File: config.mk
export PLATFORM = sky130hd
export DESIGN_NAME = uart_rx_os
export DESIGN_NICKNAME = d
export VERILOG_FILES = /design/src/rtl/uart_pkg.sv /design/src/rtl/uart_baud_tick.sv /design/src/rtl/uart_rx_os.sv
export SDC_FILE = /design/constraint.sdc
export NUM_CORES = 1
export LEC_CHECK = 0
export CORE_ASPECT_RATIO = 0.5
export CORE_MARGIN = 8
export CORE_UTILIZATION = 50
export CTS_BUF_LIST = sky130_fd_sc_hd__clkbuf_2 sky130_fd_sc_hd__clkbuf_4 sky130_fd_sc_hd__clkbuf_8
export DETAILED_ROUTE_END_ITERATION = 6
export GPL_TIMING_DRIVEN = 1
export PLACE_DENSITY = 0.75
export RECOVER_POWER = 50
export SLEW_MARGIN = 15
export SYNTH_ARGS = -nofsm -noshare
export SYNTH_HDL_FRONTEND = slang
export SYNTH_SLANG_ARGS = --single-unit
export TNS_END_PERCENT = 10
File: constraint.sdc
create_clock -name clk -period 1.6 [get_ports clk]
set_clock_uncertainty 0.15 [all_clocks]
set_input_delay 0.4 -clock clk [delete_from_list [all_inputs] [get_ports clk]]
set_output_delay 0.4 -clock clk [all_outputs]
set_load 0.02 [all_outputs]
File: src/rtl/uart_pkg.sv
// Shared types for the oversampling UART blocks.
// UART_RX_BREAK_DET_EN adds the BRK receiver state.
package uart_pkg;

    typedef enum logic [1:0] {
        PAR_NONE = 2'b00,
        PAR_EVEN = 2'b01,
        PAR_ODD  = 2'b10
    } par_mode_e;

    typedef enum logic [2:0] {
        IDLE,
        START,
        DATA,
        PARITY,
        STOP1,
        STOP2
`ifdef UART_RX_BREAK_DET_EN
        , BRK
`endif
    } rx_state_e;

    typedef struct packed {
        logic parity_err;
        logic frame_err;
    } rx_user_t;

    function automatic int calc_div(input longint clkf,
                                    input longint baud,
                                    input longint ovs);
        return int'(clkf / (baud * ovs));
    endfunction

endpackage

File: src/rtl/uart_baud_tick.sv
// Oversampling tick generator: one-clock pulse every DIV clocks while enabled.
// Counter is held at zero while disabled so each enable starts a fresh period.
module uart_baud_tick #(
    parameter int DIV = 1
) (
    input  logic clk,
    input  logic rstn,
    input  logic i_en,
    output logic o_tick
);

    localparam int CW = (DIV > 1) ? $clog2(DIV) : 1;
    localparam logic [CW-1:0] LAST = CW'(DIV - 1);

    logic [CW-1:0] cnt;

    if (DIV < 1) begin : g_div_chk
        $error("uart_baud_tick: DIV must be >= 1");
    end

    always_ff @(posedge clk) begin
        if (!rstn || !i_en) begin
            cnt <= '0;
        end else if (cnt == LAST) begin
            cnt <= '0;
        end else begin
            cnt <= cnt + CW'(1);
        end
    end

    assign o_tick = i_en && (cnt == LAST);

endmodule

File: src/rtl/uart_rx_os.sv
// Oversampling UART receiver with majority vote, parity/stop config, AXI-S out.
// Define UART_RX_BREAK_DET_EN to turn all-zero frames into o_break pulses.
module uart_rx_os
    import uart_pkg::*;
#(
    parameter int CLKF        = 100000000,
    parameter int BAUD        = 921600,
    parameter int DLEN        = 8,
    parameter int OVS         = 16,
    parameter int SYNC_STAGES = 2
) (
    input  logic            clk,
    input  logic            rstn,
    input  logic            i_rxs,
    input  logic [1:0]      i_par_mode,
    input  logic            i_stop2,
    output logic            o_tvalid,
    input  logic            i_tready,
    output logic [DLEN-1:0] o_tdata,
    output logic [1:0]      o_tuser,
    output logic            o_overrun,
    input  logic            i_clr_overrun,
    output logic            o_break,
    output logic            o_busy
);

    localparam int DIV = calc_div(CLKF, BAUD, OVS);
    localparam int SW  = $clog2(OVS);
    localparam int BW  = $clog2(DLEN + 1);

    localparam logic [SW-1:0] S_LO  = SW'(OVS / 2 - 1);
    localparam logic [SW-1:0] S_MID = SW'(OVS / 2);
    localparam logic [SW-1:0] S_HI  = SW'(OVS / 2 + 1);
    localparam logic [SW-1:0] S_END = SW'(OVS - 1);
    localparam logic [BW-1:0] B_LAST = BW'(DLEN - 1);

    if (DIV < 1) begin : g_div_chk
        $error("uart_rx_os: CLKF/(BAUD*OVS) must be >= 1");
    end
    if (DLEN < 5 || DLEN > 9) begin : g_dlen_chk
        $error("uart_rx_os: DLEN must be 5..9");
    end
    if (OVS < 8 || (OVS % 2) != 0) begin : g_ovs_chk
        $error("uart_rx_os: OVS must be even and >= 8");
    end
    if (SYNC_STAGES < 2) begin : g_sync_chk
        $error("uart_rx_os: SYNC_STAGES must be >= 2");
    end

    rx_state_e state;
    rx_state_e state_nxt;

    logic [SYNC_STAGES-1:0] sync_q;
    logic                   rxd;
    logic                   tick;
    logic [SW-1:0]          scnt;
    logic                   samp_a;
    logic                   samp_b;
    logic                   maj;
    logic                   mid;
    logic [BW-1:0]          bcnt;
    logic [DLEN-1:0]        shreg;
    par_mode_e              cfg_par;
    logic                   cfg_stop2;
    logic                   par_err_q;
    logic                   frame_err_q;
    logic                   par_exp;
    logic                   done;
    logic                   deliver;
    logic                   ovr_set;
    rx_user_t               user_nxt;

    always_ff @(posedge clk) begin
        if (!rstn) begin
            sync_q <= '1;
        end else begin
            sync_q <= {sync_q[SYNC_STAGES-2:0], i_rxs};
        end
    end

    assign rxd = sync_q[SYNC_STAGES-1];

    uart_baud_tick #(
        .DIV (DIV)
    ) u_tick (
        .clk    (clk),
        .rstn   (rstn),
        .i_en   (state != IDLE),
        .o_tick (tick)
    );

    // Third vote is the live line at the resolving tick.
    assign maj = (samp_a & samp_b) | (samp_a & rxd) | (samp_b & rxd);
    assign mid = tick && (scnt == S_HI);
    assign par_exp = (cfg_par == PAR_ODD) ? ~(^shreg) : (^shreg);
    assign o_busy = (state != IDLE);

`ifdef UART_RX_BREAK_DET_EN
    logic par_bit_q;
    logic stop1_q;
    logic stop1_now;
    logic brk_hit;

    assign stop1_now = (state == STOP1) ? maj : stop1_q;
    assign brk_hit = (shreg == '0)
                  && (cfg_par == PAR_NONE || !par_bit_q)
                  && !stop1_now;
`endif

    always_ff @(posedge clk) begin
        if (!rstn) begin
            state <= IDLE;
        end else begin
            state <= state_nxt;
        end
    end

    always_comb begin
        state_nxt = state;
        done      = 1'b0;
        unique case (state)
            IDLE: begin
                if (!rxd) state_nxt = START;
            end
            START: begin
                if (mid) state_nxt = maj ? IDLE : DATA;
            end
            DATA: begin
                if (mid && bcnt == B_LAST) begin
                    state_nxt = (cfg_par != PAR_NONE) ? PARITY : STOP1;
                end
            end
            PARITY: begin
                if (mid) state_nxt = STOP1;
            end
            STOP1: begin
                if (mid) begin
                    if (cfg_stop2) begin
                        state_nxt = STOP2;
                    end else begin
                        state_nxt = IDLE;
                        done      = 1'b1;
                    end
                end
            end
            STOP2: begin
                if (mid) begin
                    state_nxt = IDLE;
                    done      = 1'b1;
                end
            end
`ifdef UART_RX_BREAK_DET_EN
            BRK: begin
                if (rxd) state_nxt = IDLE;
            end
`endif
            default: state_nxt = IDLE;
        endcase
`ifdef UART_RX_BREAK_DET_EN
        if (done && brk_hit) state_nxt = BRK;
        deliver = done && !brk_hit;
`else
        deliver = done;
`endif
        ovr_set = deliver && o_tvalid && !i_tready;
        user_nxt.parity_err = par_err_q;
        user_nxt.frame_err  = frame_err_q | ~maj;
    end

    always_ff @(posedge clk) begin
        if (!rstn) begin
            scnt        <= '0;
            samp_a      <= 1'b1;
            samp_b      <= 1'b1;
            bcnt        <= '0;
            shreg       <= '0;
            cfg_par     <= PAR_NONE;
            cfg_stop2   <= 1'b0;
            par_err_q   <= 1'b0;
            frame_err_q <= 1'b0;
`ifdef UART_RX_BREAK_DET_EN
            par_bit_q   <= 1'b0;
            stop1_q     <= 1'b1;
`endif
        end else if (state == IDLE) begin
            scnt <= '0;
            bcnt <= '0;
            if (!rxd) begin
                cfg_par     <= (i_par_mode == 2'b11) ? PAR_NONE
                                                     : par_mode_e'(i_par_mode);
                cfg_stop2   <= i_stop2;
                par_err_q   <= 1'b0;
                frame_err_q <= 1'b0;
`ifdef UART_RX_BREAK_DET_EN
                par_bit_q   <= 1'b0;
                stop1_q     <= 1'b1;
`endif
            end
        end else if (tick) begin
            scnt <= (scnt == S_END) ? '0 : scnt + SW'(1);
            if (scnt == S_LO) samp_a <= rxd;
            if (scnt == S_MID) samp_b <= rxd;
            if (scnt == S_HI) begin
                if (state == DATA) begin
                    shreg <= {maj, shreg[DLEN-1:1]};
                    bcnt  <= bcnt + BW'(1);
                end
                if (state == PARITY) begin
                    par_err_q <= maj ^ par_exp;
`ifdef UART_RX_BREAK_DET_EN
                    par_bit_q <= maj;
`endif
                end
                if (state == STOP1) begin
                    frame_err_q <= frame_err_q | ~maj;
`ifdef UART_RX_BREAK_DET_EN
                    stop1_q     <= maj;
`endif
                end
            end
        end
    end

    // Output register: a held word is never overwritten without a handshake.
    always_ff @(posedge clk) begin
        if (!rstn) begin
            o_tvalid  <= 1'b0;
            o_tdata   <= '0;
            o_tuser   <= '0;
            o_overrun <= 1'b0;
        end else begin
            if (o_tvalid && i_tready) o_tvalid <= 1'b0;
            if (deliver && (!o_tvalid || i_tready)) begin
                o_tvalid <= 1'b1;
                o_tdata  <= shreg;
                o_tuser  <= user_nxt;
            end
            if (i_clr_overrun) o_overrun <= 1'b0;
            if (ovr_set) o_overrun <= 1'b1;
        end
    end

`ifdef UART_RX_BREAK_DET_EN
    always_ff @(posedge clk) begin
        if (!rstn) begin
            o_break <= 1'b0;
        end else begin
            o_break <= done && brk_hit;
        end
    end
`else
    assign o_break = 1'b0;
`endif

endmodule
==> flow_summary.json, run 1 <==
{
  "clk_pin_slew_worst_paths_ps": 80,
  "clockRootBuffer": "clkbuf_8",
  "portBuffers": 20,
  "hold_path_class": "flip-flop to flip-flop",
  "drive_gt1_frac": 0.279,
  "r2r_slack_ps": -170,
  "cts_buffer_depth": 2,
  "yosysMostFrequentCell": "dfxtp_1",
  "worstReg2RegEnd": "state[2]",
  "design_area_sq_um": 2800,
  "synth_top_flop_cell": "dfxtp_1",
  "wl_um": 5170,
  "ctsHoldBuffers": 0,
  "critPathRequiredTime_ps": 1660,
  "pre_cts_ws_ps": -197,
  "hold_viol": 0,
  "grt_pass1_vias": 1754,
  "die_h_um": 61.8,
  "synth_nets": 252,
  "synthCells": 238,
  "cp_max_fo": 5,
  "yosys.area.top_type": "dfxtp_1",
  "critical_path.max_stage_delay_ps": 340,
  "cp.depth": 7,
  "ant_nets": 0,
  "finalNetCount": 300,
  "pin_count": 22,
  "slowest_stage": "dfxtp_2",
  "path_delay_family": "compound AO/OA/AOI/OAI gates",
  "drt-initial-drc-count": 81,
  "ys_warn_count": 0,
  "route.vias.total": 1895,
  "drv_cap": 0,
  "start_util": 0.530,
  "placed_cell_area_sq_um": 2570,
  "grt_antenna_before_repair": 0,
  "yosysSeqAreaShare": 0.410,
  "track_usage": 0.154,
  "cts_tree": "yes",
  "clock-sinks": 43,
  "powerDensity_nw_per_um2": 736,
  "dr.pass1.iters": 4,
  "synth_top_cells_by_area": "dfxtp_1 (41%), a21oi_1 (6.4%), mux2i_1 (5.7%)",
  "synthDistinctLibCells": 49,
  "dp_hpwl_um": 3710,
  "synth.ff_latch_count": 43,
  "end_kind": "flip-flop",
  "rows": 16,
  "critPathKind": "flip-flop to flip-flop",
  "p_total_mw": 2.06,
  "timing.critical_path.from": "u_tick.cnt[1]",
  "finalCritPeriodShare": 1.10,
  "p_leak_nw": 1.13,
  "startpoint_type": "flip-flop",
  "htree_num_levels": 2,
  "async_flop_share": 0,
  "numCtsBuffers": 5,
  "slew_violations": 0,
  "violations": "negative setup slack",
  "synth.top_cell.area_share": 0.410,
  "rsz0062_at_grt": "true",
  "synth_edf_count": 0,
  "vdd_drop_max_mv": 0.396,
  "clkLatencyLatePin_ps": 300,
  "crit_end": "state[2]",
  "grt_pass1_wl_um": 8180,
  "synthToLayoutAreaGrowth_pct": 33.3,
  "yosys-top-cells-count": "dfxtp_1 (43), a21oi_1 (27), nor2_1 (20)",
  "hold_ws_ps": 286,
  "core_area_sq_um": 3960,
  "fmax_mhz": 566,
  "wl_per_cell_um": 15.2,
  "status": "complete, but fails checks",
  "rr_startpoint": "u_tick.cnt[1]",
  "path_buf_inv": 2,
  "place_congestion": 0.916,
  "finalSetupViolations": 28,
  "die_w_um": 108,
  "arrival_ps": 1830,
  "n_antenna_cell": 0,
  "setup_ws_ps": -167,
  "viasPerCell": 5.56,
  "drc_errors": 0,
  "grt_max_degree": 21,
  "netlist_area_sq_um": 2100,
  "fin_crit_ps": 1770,
  "grt-ovfl-total": 0,
  "path_cells": "inv_2, ha_4, and4b_2, buf_6, and2_4, a21bo_1, a221oi_2",
  "synth.avg_cell_area_sq_um": 8.82,
  "reg2reg_depth": 7,
  "fp.dieArea_sq_um": 6650
}
==> worst register-to-register path, delay by kind of cell, from the launching register on <==
kind                     cells  cell delay [ps]
AO/OA/AOI/OAI                2              430
adder cells (fa/ha/maj)      1              150
buffers and inverters        2              180
flip-flops                   1              340
AND/OR/NAND/NOR              2              420
==> placed cells by master, fill, tap and decap left out, types with 4 or more instances in the layout <==
master,n
inv_1,8
clkdlybuf4s50_1,6
nand3_1,11
mux2i_1,11
a21oi_2,6
buf_6,5
nand2b_1,6
a21oi_1,21
o21ai_0,5
xnor2_1,6
dlygate4sd2_1,11
nand2_1,9
dfxtp_1,41
clkbuf_8,5
ha_1,4
buf_4,29
o21ai_1,7
nor2b_1,5
nor2_1,20
nor3_1,6
nand4_1,5
==> kinds of logic after synthesis <==
group	Yosys count	synth area share
flops	43	0.410
mux	12	0.0572
xor+xnor	10	0.0483
other cells	1	0.00179
compound gates	58	0.172
buf+inv	27	0.0608
fa+ha+maj	7	0.0411
simple gates	80	0.209
==> per-layer routing <==
layer / wire (um) / part of all wire / vias to the layer above / track usage
met5: 0 / 0 / - / 0
met4: 59 / 0.011 / 0 / 0.0586
met3: 199 / 0.039 / 8 / 0.0391
met2: 2530 / 0.49 / 32 / 0.257
met1: 2380 / 0.46 / 917 / 0.191
li1: - / - / 938 / -
==> power breakdown <==
group | switching [mW] | internal, mW
Clock | 0.403 | 0.304
Combinational | 0.144 | 0.116
Sequential | 0.00979 | 1.08
==> how the worst min path moves through the flow <==
stage,startpoint,to,slack [ps],cells past startpoint
floorplan,sync_q[0],sync_q[1],240,1
global placement,sync_q[0],sync_q[1],250,1
detailed placement,sync_q[0],sync_q[1],250,1
CTS,sync_q[0],sync_q[1],270,1
global route,sync_q[0],sync_q[1],310,1
finish,sync_q[0],sync_q[1],290,1
==> registers in the layout, indices dropped and copies added (netlist names) <==
register / count
bcnt: 4
u_tick.cnt: 3
state: 3
shreg: 8
o_overrun: 1
frame_err_q: 1
sync_q: 2
samp_b: 1
cfg_par: 2
o_tdata: 8
o_tuser: 2
samp_a: 1
cfg_stop2: 1
scnt: 4
par_err_q: 1
o_tvalid: 1
==> per-stage QoR <==
stage | setup TNS [ps] | instances | util
global placement | -2910 | 331 | 0.649
CTS | -3470 | 339 | 0.670
detailed placement | -4010 | 331 | 0.649
finish | -2150 | 341 | 0.706
floorplan | -192 | 238 | -
global route | -3800 | 341 | 0.706
==> what timing repair did <==
item	in CTS	in global routing
setup buffers	0	2
setup endpoints to repair	40	37
resized for setup	19	35
hold endpoints to repair	0	0
pin swaps	1	10
==> area by class of cell <==
class / instances / area (sq um)
Tap cell: 54 / 67.6
Timing Repair Buffer: 58 / 488
Clock buffer: 5 / 68.8
Fill cell: 312 / 1170
Inverter: 10 / 37.5
Sequential cell: 43 / 863
Clock inverter: 3 / 20.0
Multi-Input combinational cell: 168 / 1250
(Power assumes the default switching activity.)
==> inputs of run 2 (changes only) <==
CTS_BUF_LIST = sky130_fd_sc_hd__clkbuf_4 sky130_fd_sc_hd__clkbuf_8 sky130_fd_sc_hd__clkbuf_16   (was sky130_fd_sc_hd__clkbuf_2 sky130_fd_sc_hd__clkbuf_4 sky130_fd_sc_hd__clkbuf_8)
SYNTH_HIERARCHICAL = 1   (was default)
==> run 2 against run 1 <==
Against the previous run:
- the run still ends with negative setup slack left
- first-iteration DRC count up 2.5%
- sequential power about the same
- clock power down 2%
- flip-flop and latch count unchanged
- synthesized area down 4.5%
==> flow_summary.json, run 2 <==
{
  "critPathKind": "flip-flop to flip-flop",
  "slowest_stage": "or3_4",
  "cts_tree": "yes",
  "ctsHoldBuffers": 0,
  "place_inst": 330,
  "pwr-share-clk": 0.367,
  "powerDensity_nw_per_um2": 685,
  "synthToLayoutAreaGrowth_pct": 36.9,
  "die_h_um": 60.8,
  "yosys-top-cells-count": "dfxtp_1 (43), nand2_1 (29), nor2_1 (27)",
  "p_total_mw": 1.88,
  "synthCells": 221,
  "dp_hpwl_um": 3370,
  "timing.critical_path.from": "state[0]",
  "clock-sinks": 43,
  "clockRootBuffer": "clkbuf_8",
  "hold_viol": 0,
  "start_util": 0.516,
  "yosysMostFrequentCell": "dfxtp_1",
  "status": "complete, but fails checks",
  "core_area_sq_um": 3880,
  "hp-start": "sync_q[0]",
  "violations": "negative setup slack",
  "combPwrFrac": 0.059,
  "pre_cts_ws_ps": -477,
  "critical_path.max_stage_delay_ps": 390,
  "viasPerCell": 5.30,
  "finalSetupViolations": 38,
  "end_kind": "flip-flop",
  "dr.pass1.iters": 4,
  "arrival_ps": 1990,
  "ys_warn_count": 6,
  "synthDistinctLibCells": 48,
  "die_w_um": 106,
  "vdd_drop_max_mv": 0.464,
  "clk_pin_slew_worst_paths_ps": 80,
  "grt_max_degree": 17,
  "post_cts_buffers": 0,
  "fillers": 311,
  "grt_pass1_wl_um": 7790,
  "place_congestion": 0.860,
  "synth.avg_cell_area_sq_um": 9.08,
  "grt_pass1_vias": 1729,
  "pin_count": 22,
  "netSwitchingPower_mw": 0.430,
  "synth_edf_count": 0,
  "intPower_mw": 1.45,
  "fp.dieArea_sq_um": 6420,
  "clkLatencyLatePin_ps": 300,
  "reg.largest.list": "o_tdata: 8 flops, shreg: 8 flops",
  "synth_top_cells_by_area": "dfxtp_1 (43%), mux2i_1 (7.0%), nand2_1 (5.4%)",
  "layout_commonest_cell": "buf_4",
  "ff_latch_area_sq_um": 866,
  "cp_max_fo": 8,
  "multi_input_area_sq_um": 1160,
  "hold_path_class": "flip-flop to flip-flop",
  "layout_common_cells": "buf_4 (43), dfxtp_1 (39), nor2_1 (27), nand2_1 (27), a21oi_1 (17)",
  "yosysSeqAreaShare": 0.429,
  "ant_nets": 0,
  "drv_cap": 0,
  "htree_num_levels": 2,
  "drt-initial-drc-count": 83,
  "wl_um": 4760,
  "pwr-share-seq": 0.574,
  "drc_errors": 0,
  "p_sw_frac": 0.229,
  "setup_ws_ps": -346,
  "portBuffers": 20,
  "grt_antenna_before_repair": 0,
  "synth_nets": 235,
  "path_cells": "or3_4, and3_4, buf_4, and4b_2, a31oi_2, o211ai_1, o41ai_2",
  "p_leak_nw": 1.12,
  "route.vias.total": 1793,
  "finalCritPeriodShare": 1.22,
  "rsz0062_at_grt": "true",
  "synth.top_cell.area_share": 0.429,
  "fin_crit_ps": 1950,
  "final_cells": 338,
  "grt-ovfl-total": 0,
  "drive_gt1_frac": 0.285,
  "cts_buffer_depth": 2,
  "wl_per_cell_um": 14.1,
  "slew_violations": 0,
  "netlist_area_sq_um": 2010,
  "synth.ff_latch_count": 43,
  "hold_ws_ps": 284,
  "rows": 16,
  "startpoint_type": "flip-flop",
  "track_usage": 0.150,
  "fmax_mhz": 514,
  "critPathRequiredTime_ps": 1640,
  "n_antenna_cell": 0,
  "synth_top_flop_cell": "dfxtp_1",
  "yosys.area.top_type": "dfxtp_1",
  "finalNetCount": 297,
  "numCtsBuffers": 5,
  "async_flop_share": 0,
  "rr_startpoint": "state[0]",
  "tns_ps": -8820
}
## run 2: changes by cell type in the layout (fill, tap and decap cells not counted), moves of 3 or more
| cell | previous run | this run |
|---|---|---|
| nand2_1 | 9 | 27 |
| buf_4 | 29 | 43 |
| nand3_1 | 11 | 3 |
| nor2_1 | 20 | 27 |
| o21ai_1 | 7 | 0 |
| a21oi_2 | 6 | 1 |
| a21oi_1 | 21 | 17 |
| nand4_1 | 5 | 1 |
| nor3_1 | 6 | 2 |
| o21ai_0 | 5 | 1 |
| buf_6 | 5 | 2 |
| inv_1 | 8 | 5 |
| mux2i_1 | 11 | 14 |
| nor3b_1 | 0 | 3 |
## run 2: cell type report
type	instances	area share
sequential	43	0.315
multi-input combinational	161	0.421
timing repair buffer	66	0.198
clock buffer	6	0.0278
tap	54	0.0246
inverter	6	0.00820
clock inverter	2	0.00456
## run 2: per-stage QoR
stage | cell area [sq um] | util
detailed placement | 2580 | 0.665
global route | 2750 | 0.707
global placement | 2580 | 0.665
floorplan | 2030 | -
finish | 2750 | 0.707
CTS | 2700 | 0.694
## run 2: kinds of logic (layout without fill, tap and decap cells)
kind of cell,after synthesis,in the layout,synth area share
buffers and inverters,17,80,0.0393
AOI/OAI and AO/OA,35,35,0.119
and+or+nand+nor,91,91,0.234
adders and majority gates,7,7,0.0424
xor gates and xnor gates,12,12,0.0593
DFF,43,43,0.429
muxes,15,15,0.0755
other,1,1,0.00187
## run 2: per-layer routing
| layer | vias up | wire length [um] | global-route usage |
|---|---|---|---|
| li1 | 881 | - | - |
| met1 | 864 | 2120 | 0.173 |
| met2 | 42 | 2350 | 0.267 |
| met3 | 6 | 237 | 0.0477 |
| met4 | 0 | 50 | 0.0416 |
| met5 | - | 0 | 0 |
## run 2: critical path, delay by kind of cell, from the launching register on
family,cells,cell delay [ps]
AO/OA/AOI/OAI,3,370
AND/OR/NAND/NOR,3,850
flip-flops,1,310
buffers and inverters,1,160
## run 2: timing repair
action,CTS,global route
gates resized for setup,25,14
pin swaps,3,7
endpoints found under the setup margin,50,39
## run 2: path summary, 6_finish.rpt
check | slack [ps] | cells after the start | to
worst max-delay path | -350 | 7 | par_err_q
worst min-delay path | 280 | 1 | sync_q[1]
worst max register to register | -350 | 7 | par_err_q
worst min register to register | 280 | 1 | sync_q[1]
## run 2: power by group through the flow
stage,Combinational [mW],Sequential (mW),Clock [mW]
after floorplan,0.0496,1.11,0
after global routing,0.120,1.08,0.762
after CTS,0.107,1.08,0.713
after global placement,0.102,1.10,0
after detailed placement,0.104,1.11,0
final,0.111,1.08,0.690
==> inputs of run 3 (changes only) <==
SYNTH_HIERARCHICAL = default   (was 1)
==> results of run 3 <==
Final layout, timing and power as in run 1 (identical DEF).
